$ cat src/rtl/fir_pkg.sv
// Shared types and arithmetic helpers for the time-multiplexed FIR.
// Holds the saturating/rounding helper that fir_filter_tdm uses when FIR_SAT_EN is defined.
package fir_pkg;

  typedef enum logic [1:0] {IDLE, MAC, OUT} state_t;

  // Wide enough to hold any accumulator this block can be configured with.
  localparam int SAT_W = 128;

  function automatic int acc_width(input int data_w, input int coef_w, input int taps);
    return data_w + coef_w + $clog2(taps);
  endfunction

  function automatic logic signed [SAT_W-1:0] sat_round(input logic signed [SAT_W-1:0] v,
                                                        input int shift, input int out_w);
    logic signed [SAT_W-1:0] one;
    logic signed [SAT_W-1:0] r;
    logic signed [SAT_W-1:0] hi;
    logic signed [SAT_W-1:0] lo;
    one = SAT_W'(1);
    r   = (shift > 0) ? ((v + (one <<< (shift - 1))) >>> shift) : v;
    hi  = (one <<< (out_w - 1)) - one;
    lo  = -(one <<< (out_w - 1));
    if (r > hi) r = hi;
    else if (r < lo) r = lo;
    return r;
  endfunction

endpackage

$ cat src/rtl/fir_mac.sv
// Serial multiply-accumulate: registered full-precision product followed by a wide accumulator.
module fir_mac #(
  parameter int DATA_W = 16,
  parameter int COEF_W = 16,
  parameter int ACC_W  = 35
) (
  input  logic                     clk,
  input  logic                     rst_n,
  input  logic                     clr,
  input  logic                     mul_en,
  input  logic                     acc_en,
  input  logic signed [DATA_W-1:0] a,
  input  logic signed [COEF_W-1:0] b,
  output logic signed [ACC_W-1:0]  acc
);

  localparam int PROD_W = DATA_W + COEF_W;

  logic signed [PROD_W-1:0] prod_q, prod_d;
  logic signed [ACC_W-1:0]  acc_q, acc_d;

  always_comb begin
    prod_d = prod_q;
    acc_d  = acc_q;
    if (clr) begin
      prod_d = '0;
      acc_d  = '0;
    end else begin
      if (mul_en) prod_d = a * b;
      if (acc_en) acc_d = acc_q + ACC_W'(prod_q);
    end
  end

  always_ff @(posedge clk or negedge rst_n) begin
    if (!rst_n) begin
      prod_q <= '0;
      acc_q  <= '0;
    end else begin
      prod_q <= prod_d;
      acc_q  <= acc_d;
    end
  end

  assign acc = acc_q;

endmodule

$ cat src/rtl/fir_filter_tdm.sv
// Multi-channel FIR sharing one serial MAC; per-channel delay lines, runtime-loadable coefficients.
// Optional FIR_SAT_EN: round-half-up Q1.(COEF_W-1) scaling with saturation instead of wrapping.
module fir_filter_tdm
  import fir_pkg::*;
#(
  parameter int  DATA_W   = 16,
  parameter int  COEF_W   = 16,
  parameter int  TAPS     = 8,
  parameter int  CHANNELS = 4,
  parameter int  OUT_W    = 32,
  localparam int CH_W     = (CHANNELS > 1) ? $clog2(CHANNELS) : 1,
  localparam int TAP_W    = $clog2(TAPS)
) (
  input  logic                     clk,
  input  logic                     reset_n,
  input  logic                     clear,
  input  logic                     in_valid,
  output logic                     in_ready,
  input  logic [CH_W-1:0]          in_ch,
  input  logic signed [DATA_W-1:0] x_in,
  output logic                     out_valid,
  input  logic                     out_ready,
  output logic [CH_W-1:0]          out_ch,
  output logic signed [OUT_W-1:0]  y_out,
  input  logic                     coef_we,
  input  logic [TAP_W-1:0]         coef_addr,
  input  logic signed [COEF_W-1:0] coef_data,
  output logic                     coef_err
);

  localparam int ACC_W = acc_width(DATA_W, COEF_W, TAPS);
  localparam int CNT_W = $clog2(TAPS + 1);

  state_t                   state_q, state_d;
  logic [CNT_W-1:0]         cnt_q, cnt_d;
  logic [CH_W-1:0]          ch_q, ch_d;
  logic                     started_q;
  logic                     coef_err_q, coef_err_d;
  logic signed [COEF_W-1:0] coef_q [TAPS];
  logic signed [COEF_W-1:0] coef_d [TAPS];
  logic signed [DATA_W-1:0] dly_q  [CHANNELS][TAPS];
  logic signed [DATA_W-1:0] dly_d  [CHANNELS][TAPS];

  logic                     accept, ch_ok, coef_ok;
  logic                     mac_clr, mul_en, acc_en;
  logic [TAP_W-1:0]         tap_idx;
  logic signed [ACC_W-1:0]  acc;

  function automatic logic signed [OUT_W-1:0] fmt_out(input logic signed [ACC_W-1:0] a);
    logic signed [SAT_W-1:0] ext;
    ext = SAT_W'(a);
`ifdef FIR_SAT_EN
    ext = sat_round(ext, COEF_W - 1, OUT_W);
`endif
    return ext[OUT_W-1:0];
  endfunction

  // A pending clear blocks acceptance so the zeroing cannot race a shift.
  always_comb begin
    in_ready   = (state_q == IDLE) && started_q && !clear;
    accept     = in_valid && in_ready;
    ch_ok      = int'(in_ch) < CHANNELS;
    coef_ok    = coef_we && (state_q == IDLE) && !accept;
    coef_err_d = coef_we && !coef_ok;
  end

  always_comb begin
    state_d = state_q;
    cnt_d   = cnt_q;
    ch_d    = ch_q;
    mac_clr = 1'b0;
    mul_en  = 1'b0;
    acc_en  = 1'b0;
    unique case (state_q)
      IDLE: begin
        if (accept && ch_ok) begin
          state_d = MAC;
          cnt_d   = '0;
          ch_d    = in_ch;
          mac_clr = 1'b1;
        end
      end
      // cnt runs 0..TAPS: TAPS product issues, then one cycle to fold in the last product.
      MAC: begin
        mul_en = cnt_q < CNT_W'(TAPS);
        acc_en = cnt_q != '0;
        if (cnt_q == CNT_W'(TAPS)) state_d = OUT;
        else cnt_d = cnt_q + 1'b1;
      end
      OUT: begin
        if (out_ready) state_d = IDLE;
      end
      default: state_d = IDLE;
    endcase
  end

  always_comb begin
    dly_d  = dly_q;
    coef_d = coef_q;
    if (clear && (state_q == IDLE)) begin
      for (int c = 0; c < CHANNELS; c++)
        for (int k = 0; k < TAPS; k++) dly_d[c][k] = '0;
    end else if (accept && ch_ok) begin
      for (int k = TAPS - 1; k > 0; k--) dly_d[in_ch][k] = dly_q[in_ch][k-1];
      dly_d[in_ch][0] = x_in;
    end
    if (coef_ok) coef_d[coef_addr] = coef_data;
  end

  always_ff @(posedge clk or negedge reset_n) begin
    if (!reset_n) begin
      state_q    <= IDLE;
      cnt_q      <= '0;
      ch_q       <= '0;
      started_q  <= 1'b0;
      coef_err_q <= 1'b0;
      for (int k = 0; k < TAPS; k++) coef_q[k] <= (k == 0) ? COEF_W'(1) : '0;
      for (int c = 0; c < CHANNELS; c++)
        for (int k = 0; k < TAPS; k++) dly_q[c][k] <= '0;
    end else begin
      state_q    <= state_d;
      cnt_q      <= cnt_d;
      ch_q       <= ch_d;
      started_q  <= 1'b1;
      coef_err_q <= coef_err_d;
      coef_q     <= coef_d;
      dly_q      <= dly_d;
    end
  end

  assign tap_idx = cnt_q[TAP_W-1:0];

  fir_mac #(
    .DATA_W (DATA_W),
    .COEF_W (COEF_W),
    .ACC_W  (ACC_W)
  ) u_mac (
    .clk    (clk),
    .rst_n  (reset_n),
    .clr    (mac_clr),
    .mul_en (mul_en),
    .acc_en (acc_en),
    .a      (dly_q[ch_q][tap_idx]),
    .b      (coef_q[tap_idx]),
    .acc    (acc)
  );

  assign out_valid = (state_q == OUT);
  assign out_ch    = ch_q;
  assign y_out     = fmt_out(acc);
  assign coef_err  = coef_err_q;

endmodule

$ cat config.mk
export PLATFORM = sky130hd
export DESIGN_NAME = fir_filter_tdm
export DESIGN_NICKNAME = d
export VERILOG_FILES = /design/src/rtl/fir_pkg.sv /design/src/rtl/fir_mac.sv /design/src/rtl/fir_filter_tdm.sv
export SDC_FILE = /design/constraint.sdc
export NUM_CORES = 2
export LEC_CHECK = 0
export BUFFER_PORTS_ARGS = -buffer_cell sky130_fd_sc_hd__buf_2
export CAP_MARGIN = 20
export CORE_MARGIN = 5
export CORE_UTILIZATION = 40
export CTS_BUF_LIST = sky130_fd_sc_hd__clkbuf_8 sky130_fd_sc_hd__clkbuf_16
export DETAILED_ROUTE_END_ITERATION = 10
export SLEW_MARGIN = 20
export SYNTH_ARGS = -nofsm -noshare
export SYNTH_HDL_FRONTEND = slang
export SYNTH_SLANG_ARGS = --single-unit
export TNS_END_PERCENT = 100
$ cat constraint.sdc
create_clock -name clk -period 6.7 [get_ports clk]
set_input_delay 1.34 -clock clk [delete_from_list [all_inputs] [get_ports clk]]
set_output_delay 1.34 -clock clk [all_outputs]
set_load 0.02 [all_outputs]
---- Word-level counts from Yosys, hierarchy flattened ----
Index checks and enable logic that the tools add are counted.
storage, ports and cells
  output and inout port bits .............. 37
  register bits ........................... 717
  logic and storage cells ................. 145
  input bits .............................. 43
operators by class
  multiply operators ...................... 1
  add/sub/neg operators ................... 2
  bitwise gates (word level) .............. 4
  reductions and logical operators ........ 21
  order comparisons ....................... 7
  equal/unequal tests ..................... 7
  multiplexer cells ....................... 56
operators by type and width
  cell                                                       number
  bitwise mux 512 bit                                        8
  demux 128 bit (select 2 bit)                               8
  two-way mux 512 bit                                        2
  two-way mux 128 bit                                        5
  binary-select mux 128 bit (select 2 bit)                   2
  bitwise mux 128 bit                                        1
  two-way mux 112 bit                                        1
  binary-select mux 16 bit (select 3 bit)                    2
  two-way mux 16 bit                                         6
  two-way mux 32 bit                                         3
  two-way mux 96 bit                                         1
  two-way mux 80 bit                                         1
  two-way mux 35 bit                                         2
  two-way mux 64 bit                                         1
  demux 16 bit (select 3 bit)                                1
  two-way mux 48 bit                                         1
  adder 35 x 32 -> 35 bit                                    1
  multiplier 16 x 16 -> 32 bit                               1
  logical AND 1 bit                                          9
  greater-or-equal comparator 4 bit (second input constant)  2
  two-way mux 4 bit                                          2
  inverter 3 -> 4 bit                                        2
  case mux 4 bit (2 select lines)                            1
  nonzero test 2 bit                                         4
  19 further kinds                                           31

---- Depth between registers and ports, before layout ----
  depth in word-level cells ............... 15
  mapped depth ............................ 31
  depth with buffers taken out ............ 27

---- Cells and area by module ----
Synthesis repeated with hierarchy kept, for this count alone.
unflattened totals
  cells, all modules ...................... 4699
  area, all modules ....................... 44940.6 sq um
by module, submodules not included
  module          area each (sq um)  seq. area each (sq um)  cells an instance  instances
  fir_filter_tdm  30812.1            16266.9                 3175               1
  fir_mac         14128.6            1676.6                  1524               1

---- Worst setup path after synthesis ----
Ideal clock, no wire load.
  path kind ............................... register to register
  start point ............................. register ch_q[0] (netlist: out_ch[0])
  end point ............................... register u_mac.prod_q[30]
  stages on the path, launching flop included .. 30
  setup slack ............................. -0.837 ns
  setup time .............................. 0.134 ns
  arrival ................................. 7.402 ns
  clock period less this slack ............ 7.537 ns
  cells stage by stage .................... dfrtp_1 -> buf_6 -> buf_12 -> buf_12 -> buf_12 -> mux4_1 -> mux4_2 -> mux2i_4 -> buf_6 -> nor2_2 -> fa_1 -> inv_1 -> fa_1 -> fa_1 -> fa_1 -> inv_1 -> fa_1 -> inv_1 -> fa_1 -> inv_1 -> ha_1 -> a21oi_1 -> o21ai_0 -> a31oi_1 -> o31a_1 -> o22ai_1 -> o41a_1 -> a21oi_1 -> xor2_1 -> o21ai_0
between the ends
  word-level cells in the longest chain between the ends .. 10
ends and longest elaborated chain
  element                                                 RTL line               text
  start, declared                                         fir_filter_tdm.sv:36   logic [CH_W-1:0] ch_q, ch_d;
  start signal, assigned                                  fir_filter_tdm.sv:123  ch_q <= ch_d;
  inverter 2 -> 3 bit (not written as such)               fir_filter_tdm.sv:143  .a (dly_q[ch_q][tap_idx]),
  binary-select mux 128 bit (select 2 bit)                fir_filter_tdm.sv:143
  two-way mux 128 bit (not written as such) (2 in a row)  fir_filter_tdm.sv:143
  binary-select mux 16 bit (select 3 bit)                 fir_filter_tdm.sv:143
  two-way mux 16 bit (not written as such) (2 in a row)   fir_filter_tdm.sv:143
  multiplier 16 x 16 -> 32 bit                            fir_mac.sv:29          if (mul_en) prod_d = a * b;
  two-way mux 32 bit                                      fir_mac.sv:29
  two-way mux 32 bit                                      fir_mac.sv:25          if (clr) begin
  end signal, assigned                                    fir_mac.sv:39          prod_q <= prod_d;
  end, declared                                           fir_mac.sv:19          logic signed [PROD_W-1:0] prod_q, prod_d;
No other way between the ends. The select of a mux whose other input is x is not followed.
A chain may end at the register's enable or synchronous reset.

---- Worst setup path after layout ----
  start point ............................. register ch_q[0] (netlist: out_ch[0])
  end point ............................... register u_mac.prod_q[31]
Same word-level chain as after synthesis.

==> results.yml <==
outcome:
  status: "complete, but fails checks"
  violations: "negative setup slack"
floorplan:
  dieHeight_um: 341
  initial_core_util: 0.403
  die_area_um2: 116000
  io_pins: 80
  fp-row-count: 121
  die_w_um: 341
  coreArea_um2: 109000
worst_setup_path:
  critPathMaxFanout: 7
  worst_r2r_startpoint: "out_ch[0]"
  slowest_stage: "mux4_2"
  cp_data_required_time_ns: 7.19
  worstSetupEndpointType: "flip-flop"
  max_stage_delay_ns: 0.55
  worstPathArrival_ns: 8.04
  worst_setup_path_start_kind: "flip-flop"
  rr_endpoint: "u_mac.prod_q[31]"
  reg2regPathDepth: 32
  rrSetupSlack_ns: -0.85
  crit_type: "flip-flop to flip-flop"
yosys:
  synth_edf_count: 0
  synth_warnings: 0
  yosys.area.top_type_share: 0.406
  yosys-top-cells-area: "dfrtp_1 41%, fa_1 12%, nand2_1 10%, mux4_2 8.6%, o21ai_0 6.8%"
  synthFlopType: "dfrtp_1"
  synthArstFlopShare: 1.00
  yosys.area.top_type: "dfrtp_1"
  synth_cell_type_count: 73
  syn-instance-count: 4326
  yosysSeqAreaShare: 0.407
  netlist_area_um2: 43900
  synth_fp_nets: 4747
  synth_area_per_cell_um2: 10.1
  ys_ff_latch: 714
power_and_ir_drop:
  power.total_w: 0.0198
  power_density_nw_per_um2: 362
  leakagePower_nw: 25.1
  vdd_drop_max_uv: 325
global_routing:
  grt_max_degree: 257
  grtUsageTotal: 0.190
  gr-total-overflow: 0
  antenna_found_initial: 11
  grt_pass1_vias: 33353
  grt_pass1_wl_um: 181000
finish:
  final_cell_mix: "1185 x nand2_1, 708 x dfrtp_1, 675 x buf_4"
  drive_above_1_share: 0.290
  fin_area_um2: 54600
  layout_commonest_cell: "nand2_1"
  synthToLayoutAreaGrowth_pct: 24.3
  nNetsFinal: 5394
place:
  place_area_um2: 50900
  hpwlAfterDp_um: 76700
  portBuffers: 79
  gp_congestion: 0.888
drt:
  drtIter0Drc: 2234
  routed-via-count: 32406
  wl_um: 110000
  ant_nets: 0
  viasPerCell: 5.02
  routedWlPerCell_um: 17.1
  first_pass_iters: 9
  drc: 0
min_path:
  worstHoldPathCells: 2
  hold_class: "flip-flop to flip-flop"
  whs_endpoint: "u_mac.prod_q[18]"
  hold_start: "u_mac.prod_q[18]"
clock_network:
  cts_tree: "yes"
  clock_path_buffers: 3
  cts.clk_slew.worst_paths_ns: 0.06
  clockRootBuffer: "clkbuf_16"
  cts_max_level: 3
  cts_num_sinks: 714
  cts_inserted_buffers: 82
  clk_latency_ns: 0.67
  hold_buffers: 0
sta:
  slew_violations: 0
  max_slew.worst_pin.slew_ns: 1.27
  worst_slack_ns: -0.848
  hold_viol_final: 0
  fin_worst_skew_ns: 0.0323
  fin_crit_sh: 1.13
  rsz0062_at_grt: "true"
  min_period_ns: 7.55
  max_freq_mhz: 132
  relSlewSlack: 0.151
  setup_viol: 20
job:
  drv_cap: 0
==> Yosys cell counts, types with 6 or more instances <==
library cell  number
o21ai_0          596
mux2_2           136
ha_1             115
a21o_1            16
mux4_1            23
a21oi_1           49
a211oi_1           7
mux2i_4            8
o211ai_1           6
a22o_1            10
buf_1             14
fa_1             263
nor2b_1            7
nand3_1           18
nor2_2            31
mux2i_1           17
clkbuf_1         171
inv_1            323
o21bai_1          10
nand2b_1          30
nor2_1           152
nand4_1            7
mux4_2           168
o21a_1             7
xor2_1            26
or2_2              7
and3_1             6
xnor2_1           35
buf_4             16
and2_1             8
buf_6              6
o31ai_1            8
buf_2             52
inv_2              8
dfrtp_1          713
nand2_1         1189
==> through the flow <==
step | cells | worst slack, ns | utilization | hold slack [ns] | TNS [ns]
2_1_floorplan | 4326 | -0.479 | - | 0.453 | -3.11
3_3_place_gp | 6266 | -0.811 | 0.467 | 0.474 | -10.88
3_5_place_dp | 6267 | -0.906 | 0.467 | 0.477 | -12.66
4_1_cts | 6422 | -0.823 | 0.495 | 0.490 | -11.96
5_1_grt | 6450 | -1.07 | 0.501 | 0.509 | -16.92
6_report | 6455 | -0.848 | 0.501 | 0.487 | -12.34
==> worst max-delay path by stage <==
stage	startpoint	end
floorplan	out_ch[0]	u_mac.prod_q[30]
global placement	out_ch[0]	u_mac.prod_q[30]
detailed placement	out_ch[0]	u_mac.prod_q[30]
finish	out_ch[0]	u_mac.prod_q[31]
CTS	out_ch[0]	u_mac.prod_q[31]
global route	out_ch[0]	u_mac.prod_q[30]
==> cell type report <==
class                           instances  area [µm²]
Tap cell                             1414        1770
Sequential cell                       714       17900
Clock inverter                         45         498
Antenna cell                            5        12.5
Clock buffer                          102        2350
Multi-Input combinational cell       3011       23900
Timing Repair Buffer                  833        6890
Inverter                              331        1250
Fill cell                            9819       54400
==> flip-flops by register name, indices dropped and copies added (netlist names) <==
register / count
started_q: 1
dly_q: 512
state_q: 2
coef_err: 1
cnt_q: 4
u_mac.acc: 32
u_mac.prod_q: 32
out_ch: 2
coef_q: 128
==> cell families (layout without fill, tap and decap cells) <==
family / count (synthesis) / count (layout) / share of synthesized area
fa+ha+maj: 378 / 378 / 0.153
buf+inv: 601 / 1311 / 0.0585
other cells: 1 / 6 / 0.0000854
xor+xnor: 61 / 61 / 0.0122
compound gates: 737 / 737 / 0.0899
flops: 714 / 714 / 0.407
simple gates: 1474 / 1474 / 0.134
mux: 360 / 360 / 0.146
==> layer usage <==
| metal | vias to the layer above | routed length, µm | track usage |
|---|---|---|---|
| li1 | 15637 | - | - |
| met1 | 16055 | 51200 | 0.273 |
| met2 | 555 | 51600 | 0.307 |
| met3 | 155 | 5090 | 0.0301 |
| met4 | 4 | 2300 | 0.0445 |
| met5 | - | 27 | 0 |
==> critical path: cells and delay by family, from the launching register on <==
kind / cells / cell delay, ns
AOI/OAI and AO/OA: 8 / 1.23
xor gates and xnor gates: 1 / 0.23
and+or+nand+nor: 1 / 0.06
buffers and inverters: 12 / 1.21
adders and majority gates: 7 / 2.95
muxes: 3 / 1.17
DFF: 1 / 0.51
==> power breakdown <==
group	switching, W	total, W	internal, W	leakage, nW
clock	0.00187	0.00466	0.00280	1.46
sequential	0.000407	0.00535	0.00494	9.66
combinational	0.00523	0.00974	0.00450	14.0
==> timing repair <==
action                     CTS  global route
cloned                       0             5
resized for setup           37            85
pin swaps                    3            51
setup endpoints to repair   21            23
buffers inserted             8            23
(Power assumes the default switching activity.)
